**config.mk**
```make
export PLATFORM = sky130hd
export DESIGN_NAME = haze_atmos_light_ctrl
export DESIGN_NICKNAME = d
export VERILOG_FILES = /design/src/rtl/haze_pkg.sv /design/src/rtl/rgb_max3.sv /design/src/rtl/haze_atmos_light_ctrl.sv
export SDC_FILE = /design/constraint.sdc
export NUM_CORES = 1
export LEC_CHECK = 0
export BUFFER_PORTS_ARGS = -buffer_cell sky130_fd_sc_hd__buf_2
export CAP_MARGIN = 40
export CORE_MARGIN = 2
export CORE_UTILIZATION = 44
export DETAILED_ROUTE_END_ITERATION = 8
export SETUP_SLACK_MARGIN = 0.2
export SLEW_MARGIN = 10
export SYNTH_ARGS = -nofsm -noshare
export SYNTH_HDL_FRONTEND = slang
export SYNTH_SLANG_ARGS = --single-unit
```
**constraint.sdc**
```tcl
create_clock -name clk -period 4.1 [get_ports clk]
set_input_delay 0.82 -clock clk [delete_from_list [all_inputs] [get_ports clk]]
set_output_delay 0.82 -clock clk [all_outputs]
set_load 0.1 [all_outputs]
```
**src/rtl/haze_pkg.sv**
```systemverilog
// Shared types, widths and default parameters for the atmospheric-light estimation path.
package haze_pkg;

  typedef enum logic [1:0] {
    ST_IDLE,
    ST_ACCUM,
    ST_CALC,
    ST_COMMIT
  } state_e;

  localparam int unsigned PIX_W     = 8;
  localparam int unsigned DIM_W     = 11;
  localparam int unsigned PIX_CNT_W = 21;
  localparam int unsigned FCNT_W    = 16;

  localparam logic [DIM_W-1:0] IMG_HDISP_DEF = 11'd1024;
  localparam logic [DIM_W-1:0] IMG_VDISP_DEF = 11'd768;
  localparam logic [PIX_W-1:0] A_INIT_DEF    = 8'd220;
  localparam logic [PIX_W-1:0] A_MIN_DEF     = 8'd128;
  localparam int unsigned      IIR_SHIFT_DEF = 2;

  // Expected number of qualified pixels in one complete frame.
  function automatic logic [PIX_CNT_W-1:0] frame_pixels(input logic [DIM_W-1:0] hdisp,
                                                        input logic [DIM_W-1:0] vdisp);
    return PIX_CNT_W'(hdisp) * PIX_CNT_W'(vdisp);
  endfunction

endpackage

```
**src/rtl/rgb_max3.sv**
```systemverilog
// Combinational maximum of three 8-bit colour channels.
module rgb_max3
  import haze_pkg::*;
(
  input  logic [PIX_W-1:0] red,
  input  logic [PIX_W-1:0] green,
  input  logic [PIX_W-1:0] blue,
  output logic [PIX_W-1:0] max_c
);

  logic [PIX_W-1:0] rg_c;

  always_comb begin
    rg_c  = (red >= green) ? red : green;
    max_c = (rg_c >= blue) ? rg_c : blue;
  end

endmodule

```
**src/rtl/haze_atmos_light_ctrl.sv**
```systemverilog
// Per-frame atmospheric light estimator: tracks the brightest dark-channel pixel,
// validates the frame size, IIR-smooths the candidate and commits it as A.
module haze_atmos_light_ctrl
  import haze_pkg::*;
#(
  parameter logic [DIM_W-1:0] IMG_HDISP = IMG_HDISP_DEF,
  parameter logic [DIM_W-1:0] IMG_VDISP = IMG_VDISP_DEF,
  parameter logic [PIX_W-1:0] A_INIT    = A_INIT_DEF,
  parameter logic [PIX_W-1:0] A_MIN     = A_MIN_DEF,
  parameter int unsigned      IIR_SHIFT = IIR_SHIFT_DEF
) (
  input  logic              clk,
  input  logic              rst,
  input  logic              enable,
  input  logic              dark_vsync,
  input  logic              dark_href,
  input  logic              dark_clken,
  input  logic [PIX_W-1:0]  dark_value,
  input  logic [PIX_W-1:0]  dark_red,
  input  logic [PIX_W-1:0]  dark_green,
  input  logic [PIX_W-1:0]  dark_blue,
  output logic [PIX_W-1:0]  atmos_light,
  output logic              atmos_valid,
  output logic              update_pulse,
  output logic              frame_err,
  output logic [FCNT_W-1:0] frame_cnt
);

  localparam logic [PIX_CNT_W-1:0] FRAME_PIX = frame_pixels(IMG_HDISP, IMG_VDISP);

  // Input capture stage; vsync history resets high so a frame in flight at reset release is ignored.
  logic             enable_q;
  logic             vsync_q;
  logic             vsync_dly_q;
  logic             href_q;
  logic             clken_q;
  logic [PIX_W-1:0] dark_q;
  logic [PIX_W-1:0] red_q;
  logic [PIX_W-1:0] green_q;
  logic [PIX_W-1:0] blue_q;

  state_e                state_q, state_d;
  logic [PIX_W-1:0]      max_dark_q, max_dark_d;
  logic [PIX_W-1:0]      cand_q, cand_d;
  logic [PIX_W-1:0]      a_next_q, a_next_d;
  logic [PIX_CNT_W-1:0]  pix_cnt_q, pix_cnt_d;
  logic                  pending_q, pending_d;
  logic [PIX_W-1:0]      atmos_light_q, atmos_light_d;
  logic                  atmos_valid_q, atmos_valid_d;
  logic                  update_pulse_q, update_pulse_d;
  logic                  frame_err_q, frame_err_d;
  logic [FCNT_W-1:0]     frame_cnt_q, frame_cnt_d;

  logic                  rise_c;
  logic                  fall_c;
  logic                  pix_c;
  logic [PIX_W-1:0]      rgb_max_c;
  logic [PIX_W-1:0]      a_cur_c;
  logic signed [PIX_W:0] diff_c;
  logic signed [PIX_W:0] step_c;
  logic [PIX_W-1:0]      a_iir_c;

  rgb_max3 u_rgb_max3 (
    .red   (red_q),
    .green (green_q),
    .blue  (blue_q),
    .max_c (rgb_max_c)
  );

  // Candidate clamp and IIR step; the true sum is always in 0..255, so modulo-256 add is exact.
  always_comb begin
    a_cur_c = (cand_q < A_MIN) ? A_MIN : cand_q;
    diff_c  = $signed({1'b0, a_cur_c}) - $signed({1'b0, atmos_light_q});
    step_c  = diff_c >>> IIR_SHIFT;
    a_iir_c = PIX_W'(atmos_light_q + PIX_W'(step_c));
  end

  always_comb begin
    rise_c = vsync_q & ~vsync_dly_q;
    fall_c = ~vsync_q & vsync_dly_q;
    pix_c  = vsync_q & href_q & clken_q;

    state_d        = state_q;
    max_dark_d     = max_dark_q;
    cand_d         = cand_q;
    a_next_d       = a_next_q;
    pix_cnt_d      = pix_cnt_q;
    pending_d      = pending_q;
    atmos_light_d  = atmos_light_q;
    atmos_valid_d  = atmos_valid_q;
    update_pulse_d = 1'b0;
    frame_err_d    = frame_err_q;
    frame_cnt_d    = frame_cnt_q;

    unique case (state_q)
      ST_IDLE: begin
        if ((rise_c & enable_q) | pending_q) begin
          max_dark_d = '0;
          cand_d     = '0;
          pix_cnt_d  = '0;
          pending_d  = 1'b0;
          state_d    = ST_ACCUM;
        end
      end

      ST_ACCUM: begin
        if (pix_c) begin
          if (pix_cnt_q != {PIX_CNT_W{1'b1}}) begin
            pix_cnt_d = pix_cnt_q + PIX_CNT_W'(1);
          end
          // Strict compare keeps the earliest pixel on ties.
          if (dark_q > max_dark_q) begin
            max_dark_d = dark_q;
            cand_d     = rgb_max_c;
          end
        end
        if (fall_c) begin
          state_d = ST_CALC;
        end
      end

      ST_CALC: begin
        if (rise_c & enable_q) begin
          pending_d = 1'b1;
        end
        if (pix_cnt_q != FRAME_PIX) begin
          frame_err_d = 1'b1;
          state_d     = ST_IDLE;
        end else begin
          a_next_d = atmos_valid_q ? a_iir_c : a_cur_c;
          state_d  = ST_COMMIT;
        end
      end

      ST_COMMIT: begin
        if (rise_c & enable_q) begin
          pending_d = 1'b1;
        end
        atmos_light_d  = a_next_q;
        atmos_valid_d  = 1'b1;
        update_pulse_d = 1'b1;
        frame_cnt_d    = frame_cnt_q + FCNT_W'(1);
        frame_err_d    = 1'b0;
        state_d        = ST_IDLE;
      end

      default: state_d = ST_IDLE;
    endcase
  end

  always_ff @(posedge clk) begin
    if (rst) begin
      enable_q       <= 1'b0;
      vsync_q        <= 1'b1;
      vsync_dly_q    <= 1'b1;
      href_q         <= 1'b0;
      clken_q        <= 1'b0;
      dark_q         <= '0;
      red_q          <= '0;
      green_q        <= '0;
      blue_q         <= '0;
      state_q        <= ST_IDLE;
      max_dark_q     <= '0;
      cand_q         <= '0;
      a_next_q       <= '0;
      pix_cnt_q      <= '0;
      pending_q      <= 1'b0;
      atmos_light_q  <= A_INIT;
      atmos_valid_q  <= 1'b0;
      update_pulse_q <= 1'b0;
      frame_err_q    <= 1'b0;
      frame_cnt_q    <= '0;
    end else begin
      enable_q       <= enable;
      vsync_q        <= dark_vsync;
      vsync_dly_q    <= vsync_q;
      href_q         <= dark_href;
      clken_q        <= dark_clken;
      dark_q         <= dark_value;
      red_q          <= dark_red;
      green_q        <= dark_green;
      blue_q         <= dark_blue;
      state_q        <= state_d;
      max_dark_q     <= max_dark_d;
      cand_q         <= cand_d;
      a_next_q       <= a_next_d;
      pix_cnt_q      <= pix_cnt_d;
      pending_q      <= pending_d;
      atmos_light_q  <= atmos_light_d;
      atmos_valid_q  <= atmos_valid_d;
      update_pulse_q <= update_pulse_d;
      frame_err_q    <= frame_err_d;
      frame_cnt_q    <= frame_cnt_d;
    end
  end

  assign atmos_light  = atmos_light_q;
  assign atmos_valid  = atmos_valid_q;
  assign update_pulse = update_pulse_q;
  assign frame_err    = frame_err_q;
  assign frame_cnt    = frame_cnt_q;

endmodule

```
After elaboration in Yosys (flattened, before gate mapping)
Cells that the tools add are included.

word-level totals
  bits in registers = 112
  input port bits = 38
  output and inout port bits = 27
  word-level logic and storage cells = 85

cells by class
  add/subtract/negate cells = 4
  $lt $le $gt $ge = 4
  equality and inequality tests = 12
  multiplexer cells = 25
  bitwise operators = 9
  reduce and logical (&&, ||, !) cells = 11

operator list
  kind                                                     number
  two-way mux 8 bit                                        9
  two-way mux 21 bit                                       3
  case mux 21 bit (2 select lines)                         1
  case mux 8 bit (2 select lines)                          2
  adder 21 x 1 -> 21 bit, second input constant            1
  inequality test 21 x 20 -> 1 bit, second input constant  1
  inequality test 21 bit, second input constant            1
  adder 16 x 1 -> 16 bit, second input constant            1
  >= comparator 8 bit                                      2
  inequality test 2 bit, second input constant             6
  subtractor 8 x 8 -> 9 bit                                1
  adder 8 bit                                              1
  greater-than comparator 8 bit                            1
  < comparator 8 bit, second input constant                1
  case mux 2 bit (4 select lines)                          1
  AND reduction 4 bit                                      2
  two-way mux 2 bit                                        3
  AND reduction 2 bit                                      3
  nonzero test 2 bit                                       3
  AND 1 bit                                                5
  == test 2 bit, second input constant                     2
  two-way mux 1 bit                                        4
  case mux 1 bit (2 select lines)                          2
  NOT 1 bit                                                3
  6 further kinds                                          6

Logic depth before layout (Yosys ltp)
  depth after elaboration = 7
  depth in mapped cells = 14
  mapped depth without buffers = 14

Hierarchy
A second synthesis with hierarchy kept.

second synthesis, totals
  cells, all modules = 633
  area total of the unflattened synthesis = 5764.3 sq um

modules (own cells, without submodules)
  module                 instances  cells an instance  area an instance (sq um)  sequential area each (sq um)
  haze_atmos_light_ctrl  1          532                5019.8                    2242.2
  rgb_max3               1          101                744.5                     0.0

Worst setup path after synthesis
OpenSTA, ideal clock, no wires.

  path kind = flip-flop to flip-flop
  start = reg atmos_light_q[1], in the netlist atmos_light[1]
  end = reg a_next_q[7]
  setup time = 0.091 ns
  data arrival time = 3.665 ns
  required time = 4.009 ns
  path slack = 0.344 ns
  cell stages (with the launch flop) = 15
  path buffers = 0
  period minus slack after synthesis = 3.756 ns
  path through = dfxtp_1 inv_1 ha_1 o21ai_0 a31oi_1 o41a_1 a21o_1 xor2_1 ha_1 nand3_1 o2111ai_1 a21o_1 a21oi_1 xor2_1 a311oi_1

between the ends
  longest elaborated chain between the ends = 3

ends and longest elaborated chain
  item                       line                          text
  start: declaration         haze_atmos_light_ctrl.sv:48   logic [PIX_W-1:0] atmos_light_q, atmos_light_d;
  start signal: assignment   haze_atmos_light_ctrl.sv:189  atmos_light_q <= atmos_light_d;
  subtractor 8 x 8 -> 9 bit  haze_atmos_light_ctrl.sv:73   diff_c = $signed({1'b0, a_cur_c}) - $signed({1'b0, atmos_light_q});
  adder 8 bit *              haze_atmos_light_ctrl.sv:75   a_iir_c = PIX_W'(atmos_light_q + PIX_W'(step_c));
  two-way mux 8 bit *        haze_atmos_light_ctrl.sv:130  a_next_d = atmos_valid_q ? a_iir_c : a_cur_c;
  end signal: assignment     haze_atmos_light_ctrl.sv:186  a_next_q <= a_next_d;
  end: declaration           haze_atmos_light_ctrl.sv:45   logic [PIX_W-1:0] a_next_q, a_next_d;

Mark *: on every way between the ends. The rest lies on a longest branch, timed or not.
A chain may end at the register's enable or synchronous reset.

Final worst setup path
  start = reg green_q[7]
  end = reg cand_q[2]

between the ends
  longest elaborated chain between the ends = 7

ends and longest elaborated chain
  item                               line                          text
  start: declaration                 haze_atmos_light_ctrl.sv:39   logic [PIX_W-1:0] green_q;
  start signal: assignment           haze_atmos_light_ctrl.sv:181  green_q <= dark_green;
  >= comparator 8 bit                rgb_max3.sv:14                rg_c = (red >= green) ? red : green;
  two-way mux 8 bit *                rgb_max3.sv:14
  >= comparator 8 bit                rgb_max3.sv:15                max_c = (rg_c >= blue) ? rg_c : blue;
  two-way mux 8 bit *                rgb_max3.sv:15
  two-way mux 8 bit *                haze_atmos_light_ctrl.sv:112  if (dark_q > max_dark_q) begin
  two-way mux 8 bit *                haze_atmos_light_ctrl.sv:107  if (pix_c) begin
  case mux 8 bit (2 select lines) *  haze_atmos_light_ctrl.sv:95   unique case (state_q)
  end signal: assignment             haze_atmos_light_ctrl.sv:185  cand_q <= cand_d;
  end: declaration                   haze_atmos_light_ctrl.sv:44   logic [PIX_W-1:0] cand_q, cand_d;

Mark *: on every way between the ends. The rest lies on a longest branch, timed or not. The select of a mux whose other input is x is not followed.

==> flow_summary.toml <==
[clock_tree]
hold_buffers = 0
clock_latency_ps = 350
cts_setup_buffers = 0
ctsLongestPathBuffers = 2
htreeDepth = 3
cts_made_buffers = 9
path_clk_slew_ps = 70
cts_root_buf = "clkbuf_16"
clock_sinks = 112
ctsResizeCount = 0
cts_tree = "done"

[power_and_ir_drop]
sequentialPowerShare_pct = 50.2
p_leak_nw = 2.694
intPower_w = 0.001746
switchingPower_w = 0.0004833
power_frac_comb_pct = 7.8
p_per_area_mw_per_mm2 = 356.0
switching_share_pct = 21.68
vdd_drop_max_v = 0.0002325
clock_power_share_pct = 42.0

[drt]
antenna_left = 0
vias = 4142
drc = 0
drt-vias-per-instance = 5.033
wl_per_cell_um = 12.53
drt_first_pass_iters = 4
drtIter0Drc = 242
wirelength_um = 10310

[synthesis]
synth_compound_area_share_pct = 11.21
synth_xor_area_share_pct = 6.738
synthCells = 592
synthSimpleGateAreaFrac_pct = 22.32
synth_fa_ha_area_share_pct = 9.535
synth_top_family_by_area = "simple AND/OR/NAND/NOR gates"
synthMuxAreaShare_pct = 4.836
synthTopCellsByArea = "dfxtp_1 (41%), ha_1 (9.2%), nor2_1 (4.5%), xor2_1 (4.3%), nor2b_1 (4.1%)"
synth.largest_area_cell = "dfxtp_1"
synth_edf_count = 0
ys_ff_latch = 112
synth_top_area_share_pct = 41.07
synth.avg_cell_area_um2 = 9.221
syn_nets = 671
ys.flop_type = "dfxtp_1"
yosys_warnings = 0
synthDistinctLibCells = 58
async_flop_share_pct = 0
synth_area_mm2 = 0.005459
synth.yosys.seq_area_share_pct = 41.07

[sta]
fmax_mhz = 281.5
finalHoldViolCount = 0
slew_viol_final = 0
setup_viol = 0
fin_ws_ps = 548.1
worstMarginPinSlew_ps = 755.4
fin_setup_tns_ps = 0
hold_slack_ps = 459.3
min_period_over_period_pct = 86.63
post-route-min-period_ps = 3552
rsz0062_at_grt = "no"
skew_ps = 5.557
relSlewSlack_pct = 49.64

[floorplanning]
row_count = 40
die_h_um = 115.4
initial_utilization_pct = 45.26
die_area_mm2 = 0.01331
io_pins = 65
die_x_um = 115.4
core_area_mm2 = 0.01206

[worst_setup_path]
worstSetupEndpoint = "cand_q[2]$_SDFFE_PP0P_"
cp.required_ps = 4350
start_kind = "flip-flop"
timing.reg2reg.setup_slack_ps = 550
worstPathMaxFanout = 8
reg2reg_depth = 12
rr_endpoint = "cand_q[2]$_SDFFE_PP0P_"
critPathKind = "flip-flop to flip-flop"
end_kind = "flip-flop"
r2r-start = "green_q[7]$_SDFF_PP0_"
crit_start = "green_q[7]$_SDFF_PP0_"
worstPathArrival_ps = 3800

[status]
outcome = "complete, no violations"

[placement]
gp_congestion = 0.8272
hpwl_um = 7624
dp_cells = 807
post-place-ws_ps = 475.2
io_buffers = 64

[final_layout]
utilization_pct = 51.91
diodes = 0
drive_gt1_share_pct = 16.64
synthToLayoutAreaGrowth_pct = 14.69
fin_nets = 729
fin_cells = 823
fillers = 1142

[hold_path]
hold_path_class = "flip-flop to flip-flop"

[run]
cap_violations = 0

[global_routing]
grt_overflow = 0
grt_usage_pct = 16.59
grt_max_degree = 76
antenna_found_initial = 0
grt_pass1_wl_um = 17640
first_global_vias = 3858
-- per-stage QoR --
step / total power [W] / cell area, um^2
2_1_floorplan: 0.001273 / 5459
3_3_place_gp: 0.001315 / 5928
3_5_place_dp: 0.001321 / 5939
4_1_cts: 0.002259 / 6261
5_1_grt: 0.002329 / 6261
6_report: 0.002229 / 6261
-- Yosys cell counts (14+ instances only) --
| library cell | number |
|---|---|
| inv_1 | 40 |
| dfxtp_1 | 112 |
| nand4_1 | 17 |
| a21oi_1 | 23 |
| clkbuf_1 | 14 |
| xnor2_1 | 15 |
| xor2_1 | 27 |
| ha_1 | 40 |
| a22o_1 | 16 |
| nor2_1 | 66 |
| nor2b_1 | 36 |
| nand2_1 | 41 |
-- worst min-delay path by stage --
stage | from | endpoint | cells after the start
final | a_next_q[1]$_SDFFE_PP0P_ | atmos_light[1]$_SDFFE_PP0P_ | 2
after global routing | a_next_q[5]$_SDFFE_PP0P_ | atmos_light[5]$_SDFFE_PP0P_ | 2
after CTS | a_next_q[1]$_SDFFE_PP0P_ | atmos_light[1]$_SDFFE_PP0P_ | 2
after detailed placement | a_next_q[0]$_SDFFE_PP0P_ | atmos_light[0]$_SDFFE_PP0P_ | 2
after global placement | a_next_q[1]$_SDFFE_PP0P_ | atmos_light[1]$_SDFFE_PP0P_ | 2
after floorplan | a_next_q[0]$_SDFFE_PP0P_ | atmos_light[0]$_SDFFE_PP0P_ | 2
-- routing by layer --
layer / up-vias / GRT usage, % / part of all wire (%)
li1: 2146 / - / -
met5: - / 0 / 0
met2: 103 / 26.04 / 44
met3: 16 / 3.005 / 4.8
met1: 1877 / 22.23 / 50
met4: 0 / 7.550 / 1.8
-- cells by family (layout without fill, tap and decap cells) --
| logic type | Yosys count | in the layout |
|---|---|---|
| AND/OR/NAND/NOR | 232 | 232 |
| AO/OA/AOI/OAI | 82 | 82 |
| adder cells (fa/ha/maj) | 41 | 41 |
| flip-flops | 112 | 112 |
| multiplexers | 22 | 22 |
| buffers and inverters | 61 | 124 |
| XOR/XNOR | 42 | 42 |
-- power groups by stage --
| stage | registers [W] | logic (W) | clock network, W |
|---|---|---|---|
| CTS | 0.00112 | 0.000178 | 0.000963 |
| global route | 0.00112 | 0.000200 | 0.00101 |
| detailed placement | 0.00114 | 0.000177 | 0 |
| global placement | 0.00114 | 0.000172 | 0 |
| finish | 0.00112 | 0.000174 | 0.000937 |
| floorplan | 0.00114 | 0.000133 | 0 |
-- registers in the layout, indices dropped and copies added (netlist names), 8 cells and up --
| name | cells |
|---|---|
| green_q | 8 |
| dark_q | 8 |
| cand_q | 8 |
| max_dark_q | 8 |
| atmos_light | 8 |
| red_q | 8 |
| frame_cnt | 16 |
| blue_q | 8 |
| a_next_q | 8 |
| pix_cnt_q | 21 |
-- layout make-up --
class | count | area (um^2) | share of cell area [%]
inverters | 40 | 150.1 | 2.398
well taps | 168 | 210.2 | 3.357
clock inverters | 6 | 82.58 | 1.319
multi-input cells | 419 | 2983 | 47.64
repair buffers | 68 | 354.1 | 5.655
flip-flops and latches | 112 | 2242 | 35.81
clock buffers | 10 | 239.0 | 3.817
-- placed cells by master, fill, tap and decap left out, drive strengths merged, types with 2 or more instances in the layout --
master | synthesis | final
or2 | 4 | 4
nand4b | 5 | 5
clkinv | 0 | 3
nor2 | 67 | 67
a211oi | 7 | 7
xnor2 | 15 | 15
nand3 | 11 | 11
nand2b | 4 | 4
nand4 | 18 | 18
o21a | 3 | 3
a21oi | 23 | 23
nor4 | 4 | 4
o21ai | 9 | 9
dfxtp | 112 | 112
nor2b | 36 | 36
and2 | 11 | 11
ha | 40 | 40
buf | 7 | 68
a31oi | 5 | 5
xor2 | 27 | 27
inv | 40 | 40
clkbuf | 14 | 10
mux2 | 14 | 14
bufinv | 0 | 2
a311oi | 2 | 2
o211ai | 2 | 2
nand2 | 41 | 41
nor3 | 9 | 9
and3 | 8 | 8
nor3b | 2 | 2
and4 | 2 | 2
nor4b | 2 | 2
a22o | 16 | 16
a21o | 5 | 5
nand3b | 5 | 5
mux2i | 8 | 8
-- critical path: stages (launching register included) --
cell and delay (ps):
dfxtp_1 340, inv_1 50, ha_1 300, nand4_1 150
o31ai_4 590, mux2i_1 330, ha_1 270, nor3b_1 180
o21ai_0 110, a21oi_1 380, buf_4 220, mux2_2 330
a22o_1 190
(Power assumes the default switching activity.)
